File: src/rtl/branch_resolver_pkg.sv
// Shared encodings for the execute-stage branch resolver.
package branch_resolver_pkg;

  localparam int PC_W_DEF = 12;
  // Wide enough for FLUSH_CYCLES-1 with FLUSH_CYCLES up to 7.
  localparam int FCNT_W   = 3;

  typedef enum logic [2:0] {
    BR_NONE = 3'd0,
    BR_BNE  = 3'd1,
    BR_BLT  = 3'd2,
    BR_J    = 3'd3,
    BR_JAL  = 3'd4,
    BR_JR   = 3'd5,
    BR_BEX  = 3'd6
  } br_op_e;

  typedef enum logic {
    ST_IDLE  = 1'b0,
    ST_FLUSH = 1'b1
  } state_e;

endpackage

File: src/rtl/branch_resolver_if.sv
// Execute-stage <-> branch resolver signal bundle.
interface branch_resolver_if
  import branch_resolver_pkg::*;
#(
  parameter int PC_W  = PC_W_DEF,
  parameter int CNT_W = 16
);
  logic             in_valid;
  logic [2:0]       br_op;
  logic             isNotEqual;
  logic             isLessThan;
  logic             bex_nz;
  logic [PC_W-1:0]  pc_plus1;
  logic [PC_W-1:0]  imm_off;
  logic [PC_W-1:0]  abs_target;
  logic             stall;
  logic             ready;
  logic             redirect;
  logic [PC_W-1:0]  redirect_pc;
  logic             flush;
  logic [CNT_W-1:0] taken_cnt;

  modport master (
    output in_valid, br_op, isNotEqual, isLessThan, bex_nz,
           pc_plus1, imm_off, abs_target, stall,
    input  ready, redirect, redirect_pc, flush, taken_cnt
  );

  modport slave (
    input  in_valid, br_op, isNotEqual, isLessThan, bex_nz,
           pc_plus1, imm_off, abs_target, stall,
    output ready, redirect, redirect_pc, flush, taken_cnt
  );
endinterface

File: src/rtl/branch_resolver_cond.sv
// Combinational taken/target-kind decode for one control-transfer op.
module branch_resolver_cond
  import branch_resolver_pkg::*;
(
  input  logic [2:0] br_op_i,
  input  logic       is_not_equal_i,
  input  logic       is_less_than_i,
  input  logic       bex_nz_i,
  output logic       taken_o,
  output logic       use_rel_o
);

  // Decode taken and whether the target is pc_plus1+imm_off (relative) or abs_target.
  always_comb begin
    taken_o   = 1'b0;
    use_rel_o = 1'b0;
    case (br_op_i)
      BR_BNE: begin
        taken_o   = is_not_equal_i;
        use_rel_o = 1'b1;
      end
      BR_BLT: begin
        // A "less than" with equal operands means the flags disagree: not taken.
        taken_o   = is_less_than_i & is_not_equal_i;
        use_rel_o = 1'b1;
      end
      BR_J, BR_JAL, BR_JR: taken_o = 1'b1;
      BR_BEX:              taken_o = bex_nz_i;
      default:             taken_o = 1'b0;
    endcase
  end

endmodule

File: src/rtl/branch_resolver.sv
// Execute-stage control-transfer resolver: one-cycle redirect, fixed flush
// window, saturating taken counter.
module branch_resolver
  import branch_resolver_pkg::*;
#(
  parameter int PC_W         = PC_W_DEF,
  parameter int FLUSH_CYCLES = 2,
  parameter int CNT_W        = 16
)(
  input  logic              clock,
  input  logic              reset,
  branch_resolver_if.slave  bus
);

  state_e              state_q, state_d;
  logic [FCNT_W-1:0]   fcnt_q, fcnt_d;
  logic                redirect_q;
  logic [PC_W-1:0]     redirect_pc_q;
  logic [CNT_W-1:0]    taken_cnt_q;

  logic                taken, use_rel;
  logic                accept, take;
  logic [PC_W-1:0]     target;
  logic                ready, flush;

  branch_resolver_cond u_branch_cond (
    .br_op_i        (bus.br_op),
    .is_not_equal_i (bus.isNotEqual),
    .is_less_than_i (bus.isLessThan),
    .bex_nz_i       (bus.bex_nz),
    .taken_o        (taken),
    .use_rel_o      (use_rel)
  );

  assign accept = bus.in_valid & ready & ~bus.stall;
  assign take   = accept & taken;
  // Relative target wraps modulo 2^PC_W by construction of the adder width.
  assign target = use_rel ? (bus.pc_plus1 + bus.imm_off) : bus.abs_target;

  // FSM state and flush-window counter register.
  always_ff @(posedge clock or posedge reset) begin
    if (reset) begin
      state_q <= ST_IDLE;
      fcnt_q  <= '0;
    end else begin
      state_q <= state_d;
      fcnt_q  <= fcnt_d;
    end
  end

  // Next state: enter FLUSH on a taken accept, count down only when not stalled.
  always_comb begin
    state_d = state_q;
    fcnt_d  = fcnt_q;
    case (state_q)
      ST_IDLE: begin
        if (take) begin
          state_d = ST_FLUSH;
          fcnt_d  = FCNT_W'(FLUSH_CYCLES - 1);
        end
      end
      ST_FLUSH: begin
        if (!bus.stall) begin
          if (fcnt_q == '0) state_d = ST_IDLE;
          else              fcnt_d  = fcnt_q - 1'b1;
        end
      end
      default: state_d = ST_IDLE;
    endcase
  end

  // FSM outputs: flush follows the state, so it drops as soon as reset hits.
  always_comb begin
    ready = (state_q == ST_IDLE);
    flush = (state_q == ST_FLUSH);
  end

  // Redirect pulse, held target and saturating taken count.
  always_ff @(posedge clock or posedge reset) begin
    if (reset) begin
      redirect_q    <= 1'b0;
      redirect_pc_q <= '0;
      taken_cnt_q   <= '0;
    end else begin
      // Takes can only happen from IDLE, so the pulse never repeats.
      redirect_q <= take;
      if (take) begin
        redirect_pc_q <= target;
        if (taken_cnt_q != '1) taken_cnt_q <= taken_cnt_q + 1'b1;
      end
    end
  end

  assign bus.ready       = ready;
  assign bus.flush       = flush;
  assign bus.redirect    = redirect_q;
  assign bus.redirect_pc = redirect_pc_q;
  assign bus.taken_cnt   = taken_cnt_q;

endmodule

File: src/flat_wrapper.sv
// flat-port wrapper written by rule: the top's interface ports become plain ports
module branch_resolver_flat import branch_resolver_pkg::*;
#(
  parameter int PC_W         = PC_W_DEF,
  parameter int FLUSH_CYCLES = 2,
  parameter int CNT_W        = 16
)
  (clock, reset, bus_in_valid, bus_br_op, bus_isNotEqual, bus_isLessThan, bus_bex_nz, bus_pc_plus1, bus_imm_off, bus_abs_target, bus_stall, bus_ready, bus_redirect, bus_redirect_pc, bus_flush, bus_taken_cnt);
  branch_resolver_if #(.PC_W(PC_W), .CNT_W(CNT_W)) bus_i ();
  input  logic clock;
  input  logic reset;
  input wire logic [$bits(bus_i.in_valid)-1:0] bus_in_valid;
  input wire logic [$bits(bus_i.br_op)-1:0] bus_br_op;
  input wire logic [$bits(bus_i.isNotEqual)-1:0] bus_isNotEqual;
  input wire logic [$bits(bus_i.isLessThan)-1:0] bus_isLessThan;
  input wire logic [$bits(bus_i.bex_nz)-1:0] bus_bex_nz;
  input wire logic [$bits(bus_i.pc_plus1)-1:0] bus_pc_plus1;
  input wire logic [$bits(bus_i.imm_off)-1:0] bus_imm_off;
  input wire logic [$bits(bus_i.abs_target)-1:0] bus_abs_target;
  input wire logic [$bits(bus_i.stall)-1:0] bus_stall;
  output wire logic [$bits(bus_i.ready)-1:0] bus_ready;
  output wire logic [$bits(bus_i.redirect)-1:0] bus_redirect;
  output wire logic [$bits(bus_i.redirect_pc)-1:0] bus_redirect_pc;
  output wire logic [$bits(bus_i.flush)-1:0] bus_flush;
  output wire logic [$bits(bus_i.taken_cnt)-1:0] bus_taken_cnt;
  assign bus_i.in_valid = bus_in_valid;
  assign bus_i.br_op = bus_br_op;
  assign bus_i.isNotEqual = bus_isNotEqual;
  assign bus_i.isLessThan = bus_isLessThan;
  assign bus_i.bex_nz = bus_bex_nz;
  assign bus_i.pc_plus1 = bus_pc_plus1;
  assign bus_i.imm_off = bus_imm_off;
  assign bus_i.abs_target = bus_abs_target;
  assign bus_i.stall = bus_stall;
  assign bus_ready = bus_i.ready;
  assign bus_redirect = bus_i.redirect;
  assign bus_redirect_pc = bus_i.redirect_pc;
  assign bus_flush = bus_i.flush;
  assign bus_taken_cnt = bus_i.taken_cnt;
  branch_resolver #(.PC_W(PC_W), .FLUSH_CYCLES(FLUSH_CYCLES), .CNT_W(CNT_W)) u_core (.clock(clock), .reset(reset), .bus(bus_i));
endmodule
File: config.mk
export PLATFORM = sky130hd
export DESIGN_NAME = branch_resolver_flat
export DESIGN_NICKNAME = d
export VERILOG_FILES = /design/src/rtl/branch_resolver_pkg.sv /design/src/rtl/branch_resolver_if.sv /design/src/rtl/branch_resolver_cond.sv /design/src/rtl/branch_resolver.sv /design/src/flat_wrapper.sv
export SDC_FILE = /design/constraint.sdc
export NUM_CORES = 1
export LEC_CHECK = 0
export CAP_MARGIN = 20
export CORE_MARGIN = 5
export CORE_UTILIZATION = 40
export DETAILED_ROUTE_END_ITERATION = 6
export PLACE_DENSITY = 0.76
export REMOVE_ABC_BUFFERS = 1
export SLEW_MARGIN = 20
export SYNTH_ARGS = -nofsm -noshare
export SYNTH_HDL_FRONTEND = slang
export SYNTH_SLANG_ARGS = --single-unit
File: constraint.sdc
create_clock -name clock -period 1.64 [get_ports clock]
set_input_delay 0.492 -clock clock [delete_from_list [all_inputs] [get_ports clock]]
set_output_delay 0.492 -clock clock [all_outputs]
set_load 0.05 [all_outputs]
==> metrics.md <==
| Metric | Value |
|---|---|
| Worst VDD drop | `887 uV` |
| Grt ovf | `0` |
| Fin util | `0.844` |
| Synth top area cells | `dfrtp_1 (40%), ha_1 (8.4%), xnor2_1 (7.6%)` |
| Die W | `82.1 um` |
| Final Hold Viols | `0` |
| Root Buffer | `clkbuf_8` |
| Critical path capture point type | `register` |
| Global-route usage over all layers | `0.201` |
| Startpoint Class | `input port` |
| Fin crit share | `1.15` |
| DRC | `0` |
| Final wirelength | `7.25 mm` |
| Initial drt markers | `107` |
| Storage element area | `slightly above 800 sq um` |
| Die area | `6740 sq um` |
| Top Layer Used | `met4` |
| Vias in the first global route | `~2300` |
| Post-layout min period | `~1900 ps` |
| Io pins | `77` |
| Fillers | `298` |
| Share of layout cells above drive strength 1 | `0.468` |
| HPWL after DPL | `4.67 mm` |
| Port buffer count | `76` |
| 1st-pass router iterations | `4` |
| First-pass GRT wire length | `between 10 and 15 mm` |
| Critical-path maximum fanout | `3` |
| Hold slack | `a little over 500 ps` |
| M1 WL | `2.77 mm` |
| Yosys reg bits | `33` |
| Number of hold buffers added after CTS | `0` |
| Pwr dens | `around 1200 nW/um^2` |
| Die H | `82.1 um` |
| Post-Syn Area | `2080 sq um` |
| Setup violations, final | `20` |
| Via count | `2358` |
| Leakage | `1.90 nW` |
| Skew final | `6.32 ps` |
| H-tree depth | `2` |
| Placer Congestion | `about 0.87` |
| Failing checks | `negative setup slack` |
| # rows | `26` |
| Initial antenna violation count | `0` |
| N_diodes | `0` |
| Crit Path Class | `in -> reg` |
| Setup WS post-layout | `-254 ps` |
| Area occupied by multi-input gates | `1540 sq um` |
| Slew @ Worst Pin | `392 ps` |
| WL met2 | `3.96 mm` |
| Final Net Count | `440` |
| Max-cap violations | `0` |
| Via/cell ratio | `5.24` |
| Synth top area share | `0.397` |
| Per-cell routed wire length | `16.1 um` |
| Arrival time of the worst setup path | `2060 ps` |
| TritonCTS buffer count | `5` |
| Post-Syn Instances | `roughly 230` |
| YS warnings | `0` |
| Clock sink count | `33` |
| Critical path required time | `1800 ps` |
| Post-route ant nets | `0` |
| Worst hold path class | `reg -> reg` |
| Achievable Freq | `528 MHz` |
| Sequential-to-total area share from yosys stat | `0.397` |
| Total Power | `5.09 mW` |
| Worst-path clk slew | `around 70 ps` |
| CTS tree | `yes` |
| WL met3 | `362 um` |
| Initial core utilization | `0.410` |
| Largest net degree at the start of global routing | `34` |
| P&R area growth vs syn | `106%` |
| Max clock buf depth | `2` |
| Status | `finished with violations` |
| Clk Latency, worst-skew pair | `approximately 280 ps` |
| Slew HR | `0.738` |
| Slew Viols, Final | `0` |
| Core area | `5070 sq um` |
| Dominant cell type by area after synthesis | `dfrtp_1` |
| Syn_area_per_cell | `9.17 sq um` |
| Unrepaired setup endpoints after global routing | `true` |
| Yosys cell types | `42` |
routing by layer:
metal	vias to the layer above	track usage
met5	-	0
met1	1127	0.228
met4	0	0.0681
met2	95	0.377
met3	17	0.0336
li1	1119	-
final cells by class:
class | count | share of cell area
repair buffers | 152 | 0.398
multi-input cells | 176 | 0.358
flip-flops and latches | 33 | 0.193
well taps | 70 | 0.0204
clock buffers | 5 | 0.0161
inverters | 11 | 0.00964
clock inverters | 3 | 0.00409
logic make-up (layout without fill, tap and decap cells):
logic type | after synthesis | in the layout | share of synthesized area
xor+xnor | 22 | 22 | 0.0926
simple gates | 81 | 81 | 0.194
flops | 33 | 33 | 0.397
mux | 2 | 2 | 0.0108
buf+inv | 18 | 171 | 0.0379
compound gates | 56 | 56 | 0.174
fa+ha+maj | 15 | 15 | 0.0938
metrics by stage:
step / cells / setup TNS (ps) / worst slack (ps) / area (sq um)
final: 450 / -1370 / -254 / 4280
after global routing: 450 / -3230 / -332 / 4280
after CTS: 438 / -1640 / -203 / 4030
after detailed placement: 424 / -23550 / -1000 / 3690
after global placement: 424 / -22200 / -939 / 3690
after floorplan: 220 / -39770 / -1560 / 2040
worst paths after layout:
kind	from	endpoint	slack [ps]	cells after the start
worst max-delay path	bus_pc_plus1[0]	u_core.bus.redirect_pc[6]	-250	10
worst min-delay path	u_core.fcnt_q[1]	u_core.fcnt_q[1]	520	2
worst max register to register	u_core.bus.flush	u_core.bus.taken_cnt[7]	-90	8
worst min register to register	u_core.fcnt_q[1]	u_core.fcnt_q[1]	520	2
max in group asynchronous	reset	u_core.bus.redirect_pc[6]	920	3
min in group asynchronous	reset	u_core.fcnt_q[2]	550	3
placed cells by master (no fill, tap or decap), drive strengths merged, types with 7 or more instances in the layout:
cell	synthesis	final
a21oi	16	16
buf	4	116
clkdlybuf4s50	0	15
dfrtp	33	33
dlygate4sd2	0	13
ha	14	14
inv	11	11
nand2	20	20
nand3	12	12
nand4	7	7
nor2	18	18
o21ai	13	13
xnor2	18	18
sequential cells by signal, indices dropped and copies added (netlist names):
signal                  cells
u_core.bus.flush            1
u_core.bus.redirect_pc     12
u_core.bus.taken_cnt       16
u_core.fcnt_q               3
u_core.bus.redirect         1
power breakdown:
group	internal, mW	total [mW]	switching, mW
combinational	1.60	3.21	1.61
sequential	1.06	1.28	0.229
clock	0.293	0.595	0.302
total	2.95	5.09	2.14
cells in the mapped netlist (all sizes together):
cell,instances
a21o,2
nand2b,4
xnor2,18
and4,1
and2,2
buf,4
dfrtp,33
nor2b,4
xor2,4
a221oi,1
or2,1
o21a,2
o31a,1
a41oi,1
a22oi,1
clkbuf,3
nand4,7
a21boi,1
nor2,18
o21bai,2
a311oi,2
inv,11
nand2,20
o22ai,2
fa,1
ha,14
a211oi,3
a31oi,6
nand3,12
or3,1
and3,6
nor3,4
o211ai,3
a21oi,16
nor4,1
mux2,2
o21ai,13
worst max-delay path: stages:
cell and delay (ps):
buf_6 80, ha_4 130, inv_2 40, fa_2 380
nor2b_4 130, o31a_1 190, o22ai_2 90, xor2_1 190
o21ai_1 90, mux2_4 250
what timing repair did:
action,in CTS,in global routing
gates resized for setup,105,43
setup endpoints to repair,33,28
pin swaps,53,43
buffers inserted,9,13
No activity file was read; power rests on OpenSTA's default activity.
